`config.mk`:
```
export PLATFORM = sky130hd
export DESIGN_NAME = clock_step_controller
export DESIGN_NICKNAME = d
export VERILOG_FILES = /design/src/rtl/clock_step_controller.sv
export SDC_FILE = /design/constraint.sdc
export NUM_CORES = 1
export LEC_CHECK = 0
export BUFFER_PORTS_ARGS = -buffer_cell sky130_fd_sc_hd__buf_4
export CORE_MARGIN = 8
export CORE_UTILIZATION = 25
export DETAILED_ROUTE_END_ITERATION = 8
export GPL_TIMING_DRIVEN = 0
export RECOVER_POWER = 50
export SYNTH_ARGS = -nofsm -noshare
export SYNTH_HDL_FRONTEND = slang
export SYNTH_SLANG_ARGS = --single-unit
```
`constraint.sdc`:
```
create_clock -name clk -period 2.8 [get_ports clk]
set_input_delay 0.42 -clock clk [delete_from_list [all_inputs] [get_ports clk]]
set_output_delay 0.42 -clock clk [all_outputs]
set_load 0.02 [all_outputs]
```
`src/rtl/clock_step_controller.sv`:
```
// Front-panel clock sequencer for the SAP-1 CPU.
// It has three modes: manual single-step, free-run from a prescaler, and halted.
// It emits a one-cycle clock-enable pulse per CPU cycle and counts the pulses issued.
module clock_step_controller #(
   parameter logic [15:0] RUN_DIV = 16'd50000
) (
   input  logic       clk,
   input  logic       rst,
   input  logic       step_n,
   input  logic       mode_n,
   input  logic       halt_i,
   output logic       clk_en,
   output logic       run_led,
   output logic       halted_led,
   output logic [7:0] cycle_count
);

   typedef enum logic [1:0] {
      StManual = 2'd0,
      StRun    = 2'd1,
      StHalted = 2'd2
   } state_e;

   state_e      state_q, state_d;
   logic [15:0] prescale_q, prescale_d;
   logic        clk_en_q, clk_en_d;
   logic [7:0]  cycle_count_q, cycle_count_d;
   logic        step_prev_q, mode_prev_q;
   logic        step_press, mode_press;

   // Falling edge of the active-low buttons; holding a button yields one press only.
   assign step_press = step_prev_q & ~step_n;
   assign mode_press = mode_prev_q & ~mode_n;

   // Next-state: halt dominates every state; presses are only honoured in MANUAL/RUN.
   always_comb begin
      state_d    = state_q;
      prescale_d = prescale_q;
      clk_en_d   = 1'b0;
      if (halt_i) begin
         state_d = StHalted;
      end else begin
         unique case (state_q)
            StHalted: begin
               state_d = StHalted;
            end
            StManual: begin
               if (mode_press) begin
                  // Mode wins over a simultaneous step press.
                  state_d    = StRun;
                  prescale_d = 16'd0;
               end else if (step_press) begin
                  clk_en_d = 1'b1;
               end
            end
            StRun: begin
               if (mode_press) begin
                  state_d    = StManual;
                  prescale_d = 16'd0;
               end else if (prescale_q == RUN_DIV - 16'd1) begin
                  clk_en_d   = 1'b1;
                  prescale_d = 16'd0;
               end else begin
                  prescale_d = prescale_q + 16'd1;
               end
            end
            default: begin
               state_d = StManual;
            end
         endcase
      end
      cycle_count_d = cycle_count_q + {7'd0, clk_en_d};
   end

   // State, prescaler, pulse and counter registers with synchronous reset.
   always_ff @(posedge clk) begin
      if (rst) begin
         state_q       <= StManual;
         prescale_q    <= 16'd0;
         clk_en_q      <= 1'b0;
         cycle_count_q <= 8'd0;
         step_prev_q   <= 1'b1;
         mode_prev_q   <= 1'b1;
      end else begin
         state_q       <= state_d;
         prescale_q    <= prescale_d;
         clk_en_q      <= clk_en_d;
         cycle_count_q <= cycle_count_d;
         step_prev_q   <= step_n;
         mode_prev_q   <= mode_n;
      end
   end

   assign clk_en      = clk_en_q;
   assign cycle_count = cycle_count_q;
   assign run_led     = (state_q == StRun);
   assign halted_led  = (state_q == StHalted);

endmodule

```
==> results.md, run 1 <==
- The run finished with clean final reports.
- After routing the design area is 1625 um2.
- The mapped netlist covers 1351 um2.
- By instance count, the cell type seen most on the critical path is sky130_fd_sc_hd__ha_1.
- The share of layout cells above drive strength 1 is 14.11%.
- The slowest stage of the critical path belongs to the cell sky130_fd_sc_hd__dfxtp_1.
- The floorplan step defined a die boundary enclosing 8014 um2.
- In this run the worst path has a maximum fanout of 4.
- The clock latency reported for the late side of the worst-skew pair is 280 ps.
- Including well taps, the total number of placed cells is 225.
- Dividing the detail-routed via count by the number of cells gives 4.781.
- Sequential cells were found to cover 42.96% of the synthesized design area.
- Synthesis inferred 29 register bits.
- Final hold analysis gives a worst-case slack of 337.0 ps.
- The critical path contains buffers and inverters numbering 0 combined.
- The worst hold path belongs to the class in2reg.
- The initial antenna violation count is 0.
- The number of detailed-routing iterations run before antenna repair is 4.
- From left edge to right edge, the die measures 89.52 um.
- Measured against its own limit, the worst slew margin works out to 52.02%.
- The clock sink count is 29.
- The aggregate global routing overflow is 0.
- For the worst setup path, the data required time is 2950 ps.
- After routing, the total negative slack on setup checks comes to 0 ps.
- Walking the worst path, the cells encountered are ha_1 > and3_2 > nand4_1 > mux2_2 > nor4_2 > ha_1 > ha_1 > and3_1 > nand3_1 > xor2_1 > nor2_1.
- The total inserted antenna cells is 0.
- Yosys mapped the design onto 42 distinct sky130hd cell types.
- The clock network fraction of design power is 48.3%.
- Yosys printed 0 warnings.
- The detail route stage leaves a number of antenna-violating nets equal to 0.
- In the synthesized netlist the async set-or-reset flop fraction comes to 0%.
- The leakage power is 0.5316 nW.
- Synthesis produced a netlist with a net count of 149.
- After synthesis, the mean cell area works out to 9.584 um2.
- The maximum buffer depth of the clock tree is 2.
- The via count of the first global-routing pass is 1044.
- The first global-routing pass estimated 4864 um of wire.
- For this run, design rule violations remaining after detail routing come to 0.
- The CTS tree is built.
- The number of design-rule violations left by the first detailed-router iteration is 71.
- The count of maximum capacitance violations is 0.
- The final core utilization is 31.42%.
- Setup repair after global routing left no endpoint under its margin.
- The filler cells instantiated in the layout total 543.
- The worst setup path is launched from a register.
- The flip-flop cell with the highest count after synthesis is sky130_fd_sc_hd__dfxtp_1.
- The number of top-level pins is 16.
- The cell class contributing the biggest share of worst-path delay is simple AND/OR/NAND/NOR gates.
- The die is 89.52 um tall.
- The final RePlAce weighted congestion is 0.7673.
- Net switching is 20.69% of the power.
- The cell area power density is 562.4 nW/um2.
- CTS placed an instance of sky130_fd_sc_hd__clkbuf_8 at the clock tree root.
- For this configuration, the core starts out at a cell density of 26.12%.
- Setup violations remaining at the end of the flow were counted as 0.
- The number of placement rows is 26.
- The area taken by multi-input logic gates is 742.0 um2.
- The number of CTS-inserted buffers is 5.
- The transition at the pin with the smallest max-transition slack is 719.7 ps.
- The worst-case IR drop observed on VDD is 231.2 uV.
- The number of buffers inserted for hold repair after clock tree synthesis is 0.
- The final period utilization is 90.47%.
- Entering global routing, the biggest net connects 11 pins.
- Relative to the synthesized area, the layout overhead comes to 20.28%.
- The longest individual stage delay on the worst path is 370 ps.
- The total half-perimeter wirelength after legalization and detailed placement is 2087 um.
- Derived from the worst setup path, the maximum achievable clock frequency is 394.8 MHz.
- The total routing resource utilization after global routing is 7.926%.
- The internal power of the cells totals 724.9 uW.
- The final critical delay including setup and external delays is 2533 ps.
- The net count reported at finish is 170.
- The setup path with the least slack is of type reg2reg.
- The level count of the clock H-tree is 2.
- The number of enable-type register cells in the synthesized netlist is 0.
- The sequential fraction of design power is 46.3%.
- After clock tree synthesis, the clock-pin slew on the worst setup and hold paths is 60 ps.
- Leaving out fill and tap cells, the most frequent cells in the layout are sky130_fd_sc_hd__dfxtp_1, sky130_fd_sc_hd__clkbuf_1, sky130_fd_sc_hd__nor3_1.
- The endpoint type of the worst setup path is a register.
- The max-slew violation total from the final report came to 0.
- The startpoint of the lowest-slack hold path is step_n.
- Leaving out fill and tap cells, the most frequent cell in the layout is sky130_fd_sc_hd__dfxtp_1.
- The worst-case clock skew is 9.457 ps.
- After the flow finishes, the layout carries non-filler instances totaling 233.
- Tracing the worst setup path back leads to its startpoint at prescale_q[0].
- The net load switching power is 189.1 uW.
- The startpoint identified for the worst register-to-register timing path is prescale_q[0].
- The final hold violation count is 0.
- Synthesis handed over a netlist of 141 instances.
- The routed wire length is 3005 um.
- The total placed instance area is 1544 um2.
- The data arrival time at the worst-slack endpoint is 2680 ps.
- The mean routed wirelength per cell is 12.90 um.
- The register cell area after layout is 580.6 um2.
- The number of input and output port buffers inserted is 14.
- Summing over every cut layer, the via total after detailed routing is 1114.
- After floorplanning, the core was sized to cover 5172 um2.
- The combinational power share is 5.4%.
[timing repair]
action	in CTS	in global routing
resized for setup	0	3
endpoints found under the setup margin	0	1
buffers inserted	0	0
[layout make-up]
cell class                      count  share of cell area [%]
Buffer                              6                   1.463
Clock buffer                        7                   5.312
Clock inverter                      1                   1.848
Inverter                            2                  0.4619
Multi-Input combinational cell    104                   45.65
Sequential cell                    29                   35.72
Tap cell                           70                   5.389
Timing Repair Buffer               14                   4.157
[through the flow]
step	worst slack (ps)	total power [mW]
2_1_floorplan	508.3	0.4648
3_3_place_gp	152.8	0.4831
3_5_place_dp	136.8	0.4836
4_1_cts	73.32	0.9289
5_1_grt	55.36	0.9553
6_report	266.9	0.9140
[logic make-up after synthesis]
logic type      share of synthesized area (%)
compound gates                          15.74
xor+xnor                                8.426
fa+ha+maj                               2.778
buf+inv                                 2.686
flops                                   42.96
mux                                     1.574
simple gates                            25.83
[registers in the layout (all words and copies together) (netlist names)]
name	flops
step_prev_q	1
prescale_q	16
state_q	2
mode_prev_q	1
clk_en	1
cycle_count	8
[path summary, 6_finish.rpt]
kind / to / slack (ps) / depth (start not counted)
min reg2reg: prescale_q[15] / 510 / 2
max: cycle_count[6] / 270 / 11
max reg2reg: cycle_count[6] / 270 / 11
min: step_prev_q / 340 / 2
[cell usage after synthesis, types with 2 or more instances]
master	n	area, um2
sky130_fd_sc_hd__nand2_1	5	18.77
sky130_fd_sc_hd__or2_2	2	12.51
sky130_fd_sc_hd__o21ai_0	8	40.04
sky130_fd_sc_hd__a211oi_1	7	52.55
sky130_fd_sc_hd__clkbuf_1	2	7.510
sky130_fd_sc_hd__or3_1	8	50.05
sky130_fd_sc_hd__o2111ai_1	2	17.52
sky130_fd_sc_hd__nand3_1	4	20.02
sky130_fd_sc_hd__inv_1	2	7.510
sky130_fd_sc_hd__xnor2_1	5	43.79
sky130_fd_sc_hd__xor2_1	8	70.07
sky130_fd_sc_hd__nor4_1	2	12.51
sky130_fd_sc_hd__and2_1	2	12.51
sky130_fd_sc_hd__nor2_1	8	30.03
sky130_fd_sc_hd__and3_1	2	12.51
sky130_fd_sc_hd__o211ai_1	3	22.52
sky130_fd_sc_hd__buf_2	2	10.01
sky130_fd_sc_hd__nand4_1	2	12.51
sky130_fd_sc_hd__dfxtp_1	29	580.6
sky130_fd_sc_hd__nor4b_1	3	26.28
sky130_fd_sc_hd__nor2b_1	4	25.02
sky130_fd_sc_hd__ha_1	3	37.54
sky130_fd_sc_hd__nor3_1	9	45.04
[power groups by stage]
stage	combinational (mW)	clock, mW	sequential [mW]
after floorplan	0.0327	0	0.432
after global placement	0.0514	0	0.432
after detailed placement	0.0521	0	0.431
after CTS	0.0522	0.454	0.422
after global routing	0.0552	0.477	0.423
final	0.0494	0.442	0.423
[layer usage]
metal | vias up | routed length (um) | global-route usage [%] | part of all wire [%]
met5 | - | 0 | 0 | 0
met3 | 2 | 186 | 3.768 | 6.2
met2 | 21 | 1355 | 11.85 | 45
met4 | 0 | 9 | 2.266 | 0.30
li1 | 569 | - | - | -
met1 | 522 | 1454 | 9.830 | 48
(Power assumes the default switching activity.)
==> run 2: changes to the inputs <==
--- a/config.mk
+++ b/config.mk
@@ -11,6 +11,7 @@
 export DETAILED_ROUTE_END_ITERATION = 8
 export GPL_TIMING_DRIVEN = 0
 export RECOVER_POWER = 50
+export SKIP_CTS_REPAIR_TIMING = 1
 export SYNTH_ARGS = -nofsm -noshare
 export SYNTH_HDL_FRONTEND = slang
 export SYNTH_SLANG_ARGS = --single-unit
==> constraint.sdc (replaced) <==
create_clock -name clk -period 2.8 [get_ports clk]
set_input_delay 0.56 -clock clk [delete_from_list [all_inputs] [get_ports clk]]
set_output_delay 0.56 -clock clk [all_outputs]
set_load 0.02 [all_outputs]
==> results.md, run 2 (synthesis results as in run 1) <==
- The number of design-rule violations left by the first detailed-router iteration is 78 (was 71).
- The CTS tree is built (unchanged).
- The max-slew headroom at the worst pin was 52.48% (was 52.02%).
- The total half-perimeter wirelength after legalization and detailed placement is 2087 um (unchanged).
- The net count reported at finish is 170 (unchanged).
- The die footprint came to 8014 um2 (unchanged).
- Run status: completed (unchanged).
- The net load switching power is 188.2 uW (was 189.1 uW).
- The number of flip-flops under the largest register name was 16 (unchanged).
- The sequential fraction of design power came to 46.3% (about the same).
- The worst-case clock skew is 9.505 ps (was 9.457 ps).
- The maximum buffer depth of the clock tree is 2 (unchanged).
- The aggregate global routing overflow is 0 (unchanged).
- The maximum fanout along the worst path was 4 (unchanged).
- The count of maximum capacitance violations is 0 (unchanged).
- The cell with the largest stage delay on the worst path was sky130_fd_sc_hd__dfxtp_1 (unchanged).
- The clock network fraction of design power was 48.3% (about the same).
- The total placed instance area came to 1544 um2 (unchanged).
- The cell area power density is 563.6 nW/um2 (was 562.4 nW/um2).
- The starting utilization of the core area is 26.12% (unchanged).
- The max-slew violation total from the final report is 0 (unchanged).
- The register clock-pin slew on the reported worst setup and hold paths came to 60 ps (about the same).
- The number of placement rows came to 26 (unchanged).
- The total routing resource utilization after global routing is 7.926% (unchanged).
- The worst path required time is 2950 ps (about the same).
- The path class of the lowest-slack min-delay path is in2reg (unchanged).
- The type of origin of the critical path is a register (unchanged).
- The vias after detailed routing came to 1102 (was 1114).
- The most common cell after layout, fill and taps aside is sky130_fd_sc_hd__dfxtp_1 (unchanged).
- The clock latency reported for the late side of the worst-skew pair is 280 ps (about the same).
- The maximum clock rate is 397.1 MHz (was 394.8 MHz).
- The data arrival time at the worst-slack endpoint is 2670 ps (was 2680 ps).
- The number of top-level pins is 16 (unchanged).
- Most used cells in the layout excluding fill and tap cells: sky130_fd_sc_hd__dfxtp_1, sky130_fd_sc_hd__clkbuf_1, sky130_fd_sc_hd__nor3_1 (unchanged).
- The fraction of power spent switching nets is 20.61% (was 20.69%).
- The final number of setup-violating endpoints came to 0 (unchanged).
- The level count of the clock H-tree was 2 (unchanged).
- The setup slack after placement is 136.8 ps (unchanged).
- The clock sink count is 29 (unchanged).
- The routed wire length is 2977 um (was 3005 um).
- The type of the setup path with the least slack is reg2reg (unchanged).
- The number of CTS-inserted buffers is 5 (unchanged).
- The worst slack on hold paths was 476.9 ps (was 337.0 ps).
- The register with the most flip-flops is prescale_q (unchanged).
- The mean routed wirelength per cell was 12.78 um (was 12.90 um).
- The cell internal power dissipation was 725.0 uW (was 724.9 uW).
- The post-detailed-route via-to-cell ratio was 4.730 (was 4.781).
- The global-route wire length before repair is 4864 um (unchanged).
- The via count of the first global-routing pass came to 1044 (unchanged).
- The endpoint type of the worst setup path is a register (unchanged).
- The number of detailed-routing iterations run before antenna repair was 4 (unchanged).
- The summed negative setup slack over all endpoints is 0 ps (unchanged).
- The synthesis-to-layout area growth is 19.91% (was 20.28%).
- The leakage power was 0.5356 nW (was 0.5316 nW).
- The final critical delay including setup and external delays is 2518 ps (was 2533 ps).
- The final instance area is 1620 um2 (was 1625 um2).
- The height of the die was 89.52 um (unchanged).
- The final RePlAce weighted congestion is 0.7673 (unchanged).
- The combinational power share is 5.4% (about the same).
- Unrepaired setup endpoints after global routing: no (unchanged).
- The share of layout cells above drive strength 1 is 14.11% (unchanged).
- The final hold violation count is 0 (unchanged).
- The core area is 5172 um2 (unchanged).
- The DRC violations left is 0 (unchanged).
- The initial antenna violation count came to 0 (unchanged).
- The transition at the pin with the smallest max-transition slack is 712.8 ps (was 719.7 ps).
- The width of the die is 89.52 um (unchanged).
- The total inserted antenna cells is 0 (unchanged).
- The root buffer selected by CTS is sky130_fd_sc_hd__clkbuf_8 (unchanged).
- The pin count of the biggest net entering global routing is 11 (unchanged).
- The final period utilization came to 89.94% (was 90.47%).
- The most used cell along the critical path is sky130_fd_sc_hd__ha_1 (unchanged).
- The maximum resistive drop on vdd is 230.8 uV (was 231.2 uV).
- The number of nets with antenna violations after routing is 0 (unchanged).
- Ordered cell list for the critical path: ha_1 > and3_2 > nand4_1 > mux2_2 > nor4_2 > ha_1 > ha_1 > and3_1 > nand3_1 > xor2_1 > nor2_1 (unchanged).
- The longest individual stage delay on the worst path is 370 ps (about the same).
- The number of input and output port buffers inserted was 14 (unchanged).
- The least setup slack across all paths after layout was 281.5 ps (was 266.9 ps).
==> run 2: cell counts in the layout (fill, tap and decap cells not counted) <==
Identical to the previous run, type by type.
==> run 2: per-stage QoR <==
step | instances | power (mW) | utilization (%)
5_1_grt | 233 | 0.9547 | 31.33
4_1_cts | 233 | 0.9289 | 32.10
3_5_place_dp | 225 | 0.4836 | 29.85
2_1_floorplan | 141 | 0.4648 | -
3_3_place_gp | 225 | 0.4831 | 29.85
6_report | 233 | 0.9132 | 31.33
==> run 2: worst paths after layout <==
kind,start,to,slack [ps],cells after the start
worst min-delay path,step_n,step_prev_q,480,2
worst max register to register,prescale_q[0],cycle_count[6],280,11
worst max-delay path,prescale_q[0],cycle_count[6],280,11
worst min register to register,prescale_q[15],prescale_q[15],510,2
==> run 2: area by class of cell <==
class,instances,area (um2)
clock inverters,1,30.03
repair buffers,14,67.56
well taps,70,87.58
multi-input cells,104,735.7
clock buffers,7,86.33
fillers,544,3552
inverters,2,7.507
flip-flops and latches,29,580.6
plain buffers,6,25.02
==> run 2: routing by layer <==
layer	part of all wire, %	global-route usage, %
met3	7.0	3.768
met4	0.40	2.266
met2	44	11.85
met5	0	0
met1	48	9.830
==> run 2: power by group through the flow <==
stage	clock (mW)	sequential (mW)	combinational, mW
global placement	0	0.432	0.0514
finish	0.441	0.423	0.0490
detailed placement	0	0.431	0.0521
CTS	0.454	0.422	0.0522
floorplan	0	0.432	0.0327
global route	0.477	0.423	0.0546
==> run 2: worst max-delay path, delay by kind of cell (launching register included) <==
kind / cells / cell delay [ps]
AND/OR/NAND/NOR: 6 / 990
adder cells (fa/ha/maj): 3 / 580
flip-flops: 1 / 370
multiplexers: 1 / 330
XOR/XNOR: 1 / 140
